File: src/rtl/alu_sched.sv
// Round-robin scheduler sharing one combinational ALU among NREQ requesters.
// Define ALU_SCHED_FLAGS_EN to add registered rsp_zero/rsp_neg result flags.
module alu_sched #(
    parameter int NREQ = 2,
    parameter int DW   = 32,
    parameter int OPW  = 6
) (
    input  logic              clk,
    input  logic              reset_n,
    input  logic [NREQ-1:0]   req_valid,
    output logic [NREQ-1:0]   req_ready,
    input  logic [NREQ*OPW-1:0] req_op,
    input  logic [NREQ*DW-1:0]  req_a,
    input  logic [NREQ*DW-1:0]  req_b,
    input  logic [NREQ*DW-1:0]  req_imm,
    output logic [DW-1:0]     alu_a,
    output logic [DW-1:0]     alu_b,
    output logic [DW-1:0]     alu_imm,
    output logic [OPW-1:0]    alu_control,
    output logic              alu_reset,
    input  logic [DW-1:0]     alu_result,
    output logic [NREQ-1:0]   rsp_valid,
    output logic [DW-1:0]     rsp_data,
`ifdef ALU_SCHED_FLAGS_EN
    output logic              rsp_zero,
    output logic              rsp_neg,
`endif
    input  logic [NREQ-1:0]   rsp_ready
);

    localparam int PW = (NREQ > 1) ? $clog2(NREQ) : 1;

    typedef enum logic [1:0] {IDLE, EXEC, RESP} state_t;

    state_t          state, next_state;
    logic [PW-1:0]   rr_ptr, owner, winner;
    logic            grant_found;
    logic [OPW-1:0]  lat_op;
    logic [DW-1:0]   lat_a, lat_b, lat_imm, capture;

    // Search starts just past the last winner so every requester gets a turn.
    always_comb begin
        int            idx_int;
        logic [PW-1:0] idx;
        grant_found = 1'b0;
        winner      = '0;
        idx_int     = 0;
        idx         = '0;
        for (int i = 1; i <= NREQ; i++) begin
            idx_int = (int'(rr_ptr) + i) % NREQ;
            idx     = PW'(idx_int);
            if (!grant_found && req_valid[idx]) begin
                grant_found = 1'b1;
                winner      = idx;
            end
        end
    end

    always_comb begin
        req_ready = '0;
        if (state == IDLE && grant_found)
            req_ready[winner] = 1'b1;
    end

    always_comb begin
        rsp_valid = '0;
        if (state == RESP)
            rsp_valid[owner] = 1'b1;
    end

    always_comb begin
        next_state = state;
        case (state)
            IDLE:    if (grant_found) next_state = EXEC;
            EXEC:    next_state = RESP;
            RESP:    if (rsp_ready[owner]) next_state = IDLE;
            default: next_state = IDLE;
        endcase
    end

    always_ff @(posedge clk or negedge reset_n) begin
        if (!reset_n)
            state <= IDLE;
        else
            state <= next_state;
    end

    // MOVE, MOVEI and NOP bypass the ALU result entirely.
    always_comb begin
        capture = alu_result;
        case (int'(lat_op))
            0:       capture = '0;
            5:       capture = lat_a;
            16:      capture = lat_imm;
            default: capture = alu_result;
        endcase
    end

    always_ff @(posedge clk or negedge reset_n) begin
        if (!reset_n) begin
            rr_ptr    <= PW'(NREQ - 1);
            owner     <= '0;
            lat_op    <= '0;
            lat_a     <= '0;
            lat_b     <= '0;
            lat_imm   <= '0;
            rsp_data  <= '0;
            alu_reset <= 1'b1;
`ifdef ALU_SCHED_FLAGS_EN
            rsp_zero  <= 1'b0;
            rsp_neg   <= 1'b0;
`endif
        end else begin
            alu_reset <= (next_state != EXEC);
            if (state == IDLE && grant_found) begin
                lat_op  <= req_op[int'(winner)*OPW +: OPW];
                lat_a   <= req_a[int'(winner)*DW +: DW];
                lat_b   <= req_b[int'(winner)*DW +: DW];
                lat_imm <= req_imm[int'(winner)*DW +: DW];
                owner   <= winner;
                rr_ptr  <= winner;
            end
            if (state == EXEC) begin
                rsp_data <= capture;
`ifdef ALU_SCHED_FLAGS_EN
                rsp_zero <= (capture == '0);
                rsp_neg  <= capture[DW-1];
`endif
            end
        end
    end

    assign alu_a       = lat_a;
    assign alu_b       = lat_b;
    assign alu_imm     = lat_imm;
    assign alu_control = lat_op;

endmodule

File: config.mk
export PLATFORM = sky130hd
export DESIGN_NAME = alu_sched
export DESIGN_NICKNAME = d
export VERILOG_FILES = /design/src/rtl/alu_sched.sv
export SDC_FILE = /design/constraint.sdc
export NUM_CORES = 1
export LEC_CHECK = 0
export ABC_AREA = 1
export BUFFER_PORTS_ARGS = -buffer_cell sky130_fd_sc_hd__buf_2
export CAP_MARGIN = 20
export CORE_AREA = 2 2 148 150
export DETAILED_ROUTE_END_ITERATION = 8
export DIE_AREA = 0 0 150 152
export PLACE_DENSITY = 0.63
export SLEW_MARGIN = 20
export SYNTH_ARGS = -nofsm -noshare
export SYNTH_HDL_FRONTEND = slang
export SYNTH_SLANG_ARGS = --single-unit
File: constraint.sdc
create_clock -name clk -period 2.22 [get_ports clk]
set_input_delay 0.222 -clock clk [delete_from_list [all_inputs] [get_ports clk]]
set_output_delay 0.222 -clock clk [all_outputs]
set_load 0.01 [all_outputs]
==> results.py <==
metrics = {
    "layout": {
        "nets": 1499,
        "final_util": 0.459,
        "fill_cells": 2161,
        "drive_gt1_frac": 0.349,
        "synthToLayoutAreaGrowth_pct": 48.0,
        "stdcell_count": 1551,
    },
    "detailed_routing": {
        "drtAntennaViolNets": 0,
        "wl_per_cell_um": 15.9,
        "vias": 7343,
        "drt-initial-drc-count": 369,
        "route.detailed.drc": 0,
        "avgViaCountPerCell": 4.73,
        "drtPass1Iterations": 5,
        "totalWireLength_mm": 24.7,
    },
    "timing": {
        "setup_viol": 0,
        "fin_crit_sh": 0.894,
        "maxSlewHeadroom": 0.690,
        "fmax_mhz": 504,
        "tns_ps": 0,
        "drv_slew": 0,
        "fin_ws_ps": 236,
        "hold_violations": 0,
        "rsz0062_at_grt": "false",
        "hold_ws_ps": 17.9,
        "worst_slew_pin_slew_ps": 464,
        "fin_skew_ps": 13.6,
        "min_period_ps": 1980,
    },
    "clock_network": {
        "cts_resized": 0,
        "path_clk_slew_ps": 70,
        "cts_tree": "built",
        "cts-root-buf": "clkbuf_16",
        "numCtsBuffers": 17,
        "cts_buffer_depth": 2,
        "post_cts_buffers": 0,
        "clkLatencyLatePin_ps": 420,
        "cts_hold_buf": 31,
        "cts.sinks": 139,
        "ctsHtreeMaxLevel": 4,
    },
    "critical_path": {
        "cp_num_buf_inv": 2,
        "reg2reg_depth": 6,
        "crit_chain": "nand2_1 -> nand2_2 -> inv_1 -> nor2_4 -> buf_2",
        "startpoint_type": "flip-flop",
        "cp_top_family": "flip-flops",
        "end_kind": "output pin",
        "crit_required_ps": 2000,
        "cp.arrival_ps": 1760,
        "path_depth": 5,
        "max_stage_delay_ps": 530,
        "crit_type": "flip-flop to output pin",
        "slowest_stage": "dfstp_2",
        "worstPathMaxFanout": 14,
    },
    "yosys": {
        "syn_area_per_cell_sq_um": 7.69,
        "yosysWarnings": 0,
        "syn_inst": 861,
        "synth_fp_nets": 1103,
        "ys_types": 19,
        "synth-seq-cells": 139,
        "synth-seq-area-share": 0.526,
        "syn_area_sq_um": 6620,
    },
    "floorplanning": {
        "coreArea_sq_um": 21400,
        "start_util": 0.310,
        "top_level_ports": 381,
        "die_h_um": 152,
        "rows": 54,
        "die-area_sq_um": 22800,
        "die-width_um": 150,
    },
    "place": {
        "routabilityCongestion": 0.856,
        "numPortBuffers": 380,
        "dp_cells": 1487,
        "post-dp-hpwl_mm": 18.0,
        "dp_slack_ps": 440,
    },
    "status": {
        "status": "completed",
    },
    "hold_path": {
        "hold-path-cell-count": 3,
        "hold_class": "primary input to flip-flop",
    },
    "global_route": {
        "grt_usage": 0.215,
        "grt_pass1_vias": 7374,
        "grt.overflow.total": 0,
        "antenna_found_initial": 1,
        "grt_pass1_wl_mm": 38.0,
        "grt_max_degree": 52,
    },
    "power_and_ir_drop": {
        "pwr-share-seq": 0.337,
        "ir_drop_uv": 542,
        "pwr-share-comb": 0.447,
        "p_leak_nw": 5.09,
        "internal_power_mw": 7.94,
        "switchingPower_mw": 5.77,
        "clkPwrFrac": 0.216,
        "power_density_nw_per_um2": 1400,
        "p_sw_frac": 0.421,
    },
    "flow_run": {
        "drv_cap": 0,
    },
}
## cell families (layout without fill, tap and decap cells)
family | count (synthesis) | in the layout | share of synthesized area
compound gates | 73 | 73 | 0.0712
other cells | 0 | 1 | 0
buf+inv | 100 | 509 | 0.0642
flops | 139 | 139 | 0.526
simple gates | 549 | 549 | 0.339
## layout by cell type (no fill, tap or decap), drive strengths merged
cell type	n
bufinv	3
clkbuf	20
o211ai	37
buf	401
nor2	110
nand2	307
clkinvlp	5
dlygate4sd3	31
a21oi	1
diode	1
o21ai	34
nand3b	1
dfstp	2
nand3	131
inv	49
dfrtp	137
o31ai	1
## path summary, 6_finish.rpt
path	slack, ps	start	end
setup / recovery	240	rr_ptr	req_ready[0]
hold / removal	20	req_a[61]	alu_a[29]
setup reg to reg	420	state[1]	alu_b[8]
hold reg to reg	480	rr_ptr	rr_ptr
max in group asynchronous	1330	reset_n	alu_reset
min in group asynchronous	270	reset_n	alu_imm[7]
## Yosys cell counts
library cell	count	area (sq um)
clkbuf_1	23	86.3
nand2_1	306	1150
dfstp_2	2	52.6
buf_4	4	30.0
inv_2	1	3.75
dfrtp_1	137	3430
nor2_2	3	18.8
a21oi_1	1	5.00
o21ai_0	33	165
nor2_1	106	398
o31ai_1	1	7.51
o21ai_4	1	16.3
o211ai_1	37	278
inv_1	44	165
nor2_4	1	11.3
nand2_2	1	6.26
nand3_1	131	656
buf_2	28	140
nand3b_1	1	7.51
## worst register-to-register path, cell delays in order, from the launching register on
cell and delay [ps]:
dfrtp_1 420, nor2_2 80, o21ai_4 90, buf_4 380, buf_4 480, nand2_1 160
nand3_1 120
## metal layers
metal | vias to the layer above | routed length (um) | GRT usage
li1 | 3560 | - | -
met1 | 3414 | 10000 | 0.254
met2 | 324 | 12200 | 0.377
met3 | 45 | 1800 | 0.0541
met4 | 0 | 656 | 0.0728
met5 | - | 0 | 0
## registers in the layout, summed over array words and instances, names as in the netlist
name	flops
alu_a	32
alu_b	32
alu_control	6
alu_imm	32
alu_reset	1
owner	1
rr_ptr	1
rsp_data	32
state	2
## power by group through the flow
| stage | Combinational (mW) | Clock (mW) | Sequential (mW) |
|---|---|---|---|
| floorplan | 2.94 | 0 | 5.09 |
| global placement | 6.07 | 0 | 4.65 |
| detailed placement | 6.19 | 0 | 4.64 |
| CTS | 6.24 | 3.03 | 4.63 |
| global route | 6.83 | 3.14 | 4.79 |
| finish | 6.13 | 2.96 | 4.63 |
## area by class of cell
cell class / count / area (sq um) / area share
sequential: 139 / 3480 / 0.355
multi-input combinational: 622 / 2740 / 0.280
timing repair buffer: 432 / 2450 / 0.250
clock buffer: 20 / 447 / 0.0456
tap: 280 / 350 / 0.0357
inverter: 45 / 169 / 0.0172
clock inverter: 12 / 163 / 0.0166
antenna: 1 / 2.50 / 0.000255
## through the flow
| step | power, mW | area, sq um |
|---|---|---|
| after CTS | 13.9 | 9800 |
| after global routing | 14.8 | 9810 |
| after global placement | 10.7 | 8880 |
| final | 13.7 | 9810 |
| after floorplan | 8.03 | 6620 |
| after detailed placement | 10.8 | 8880 |
No activity file was read; power rests on OpenSTA's default activity.
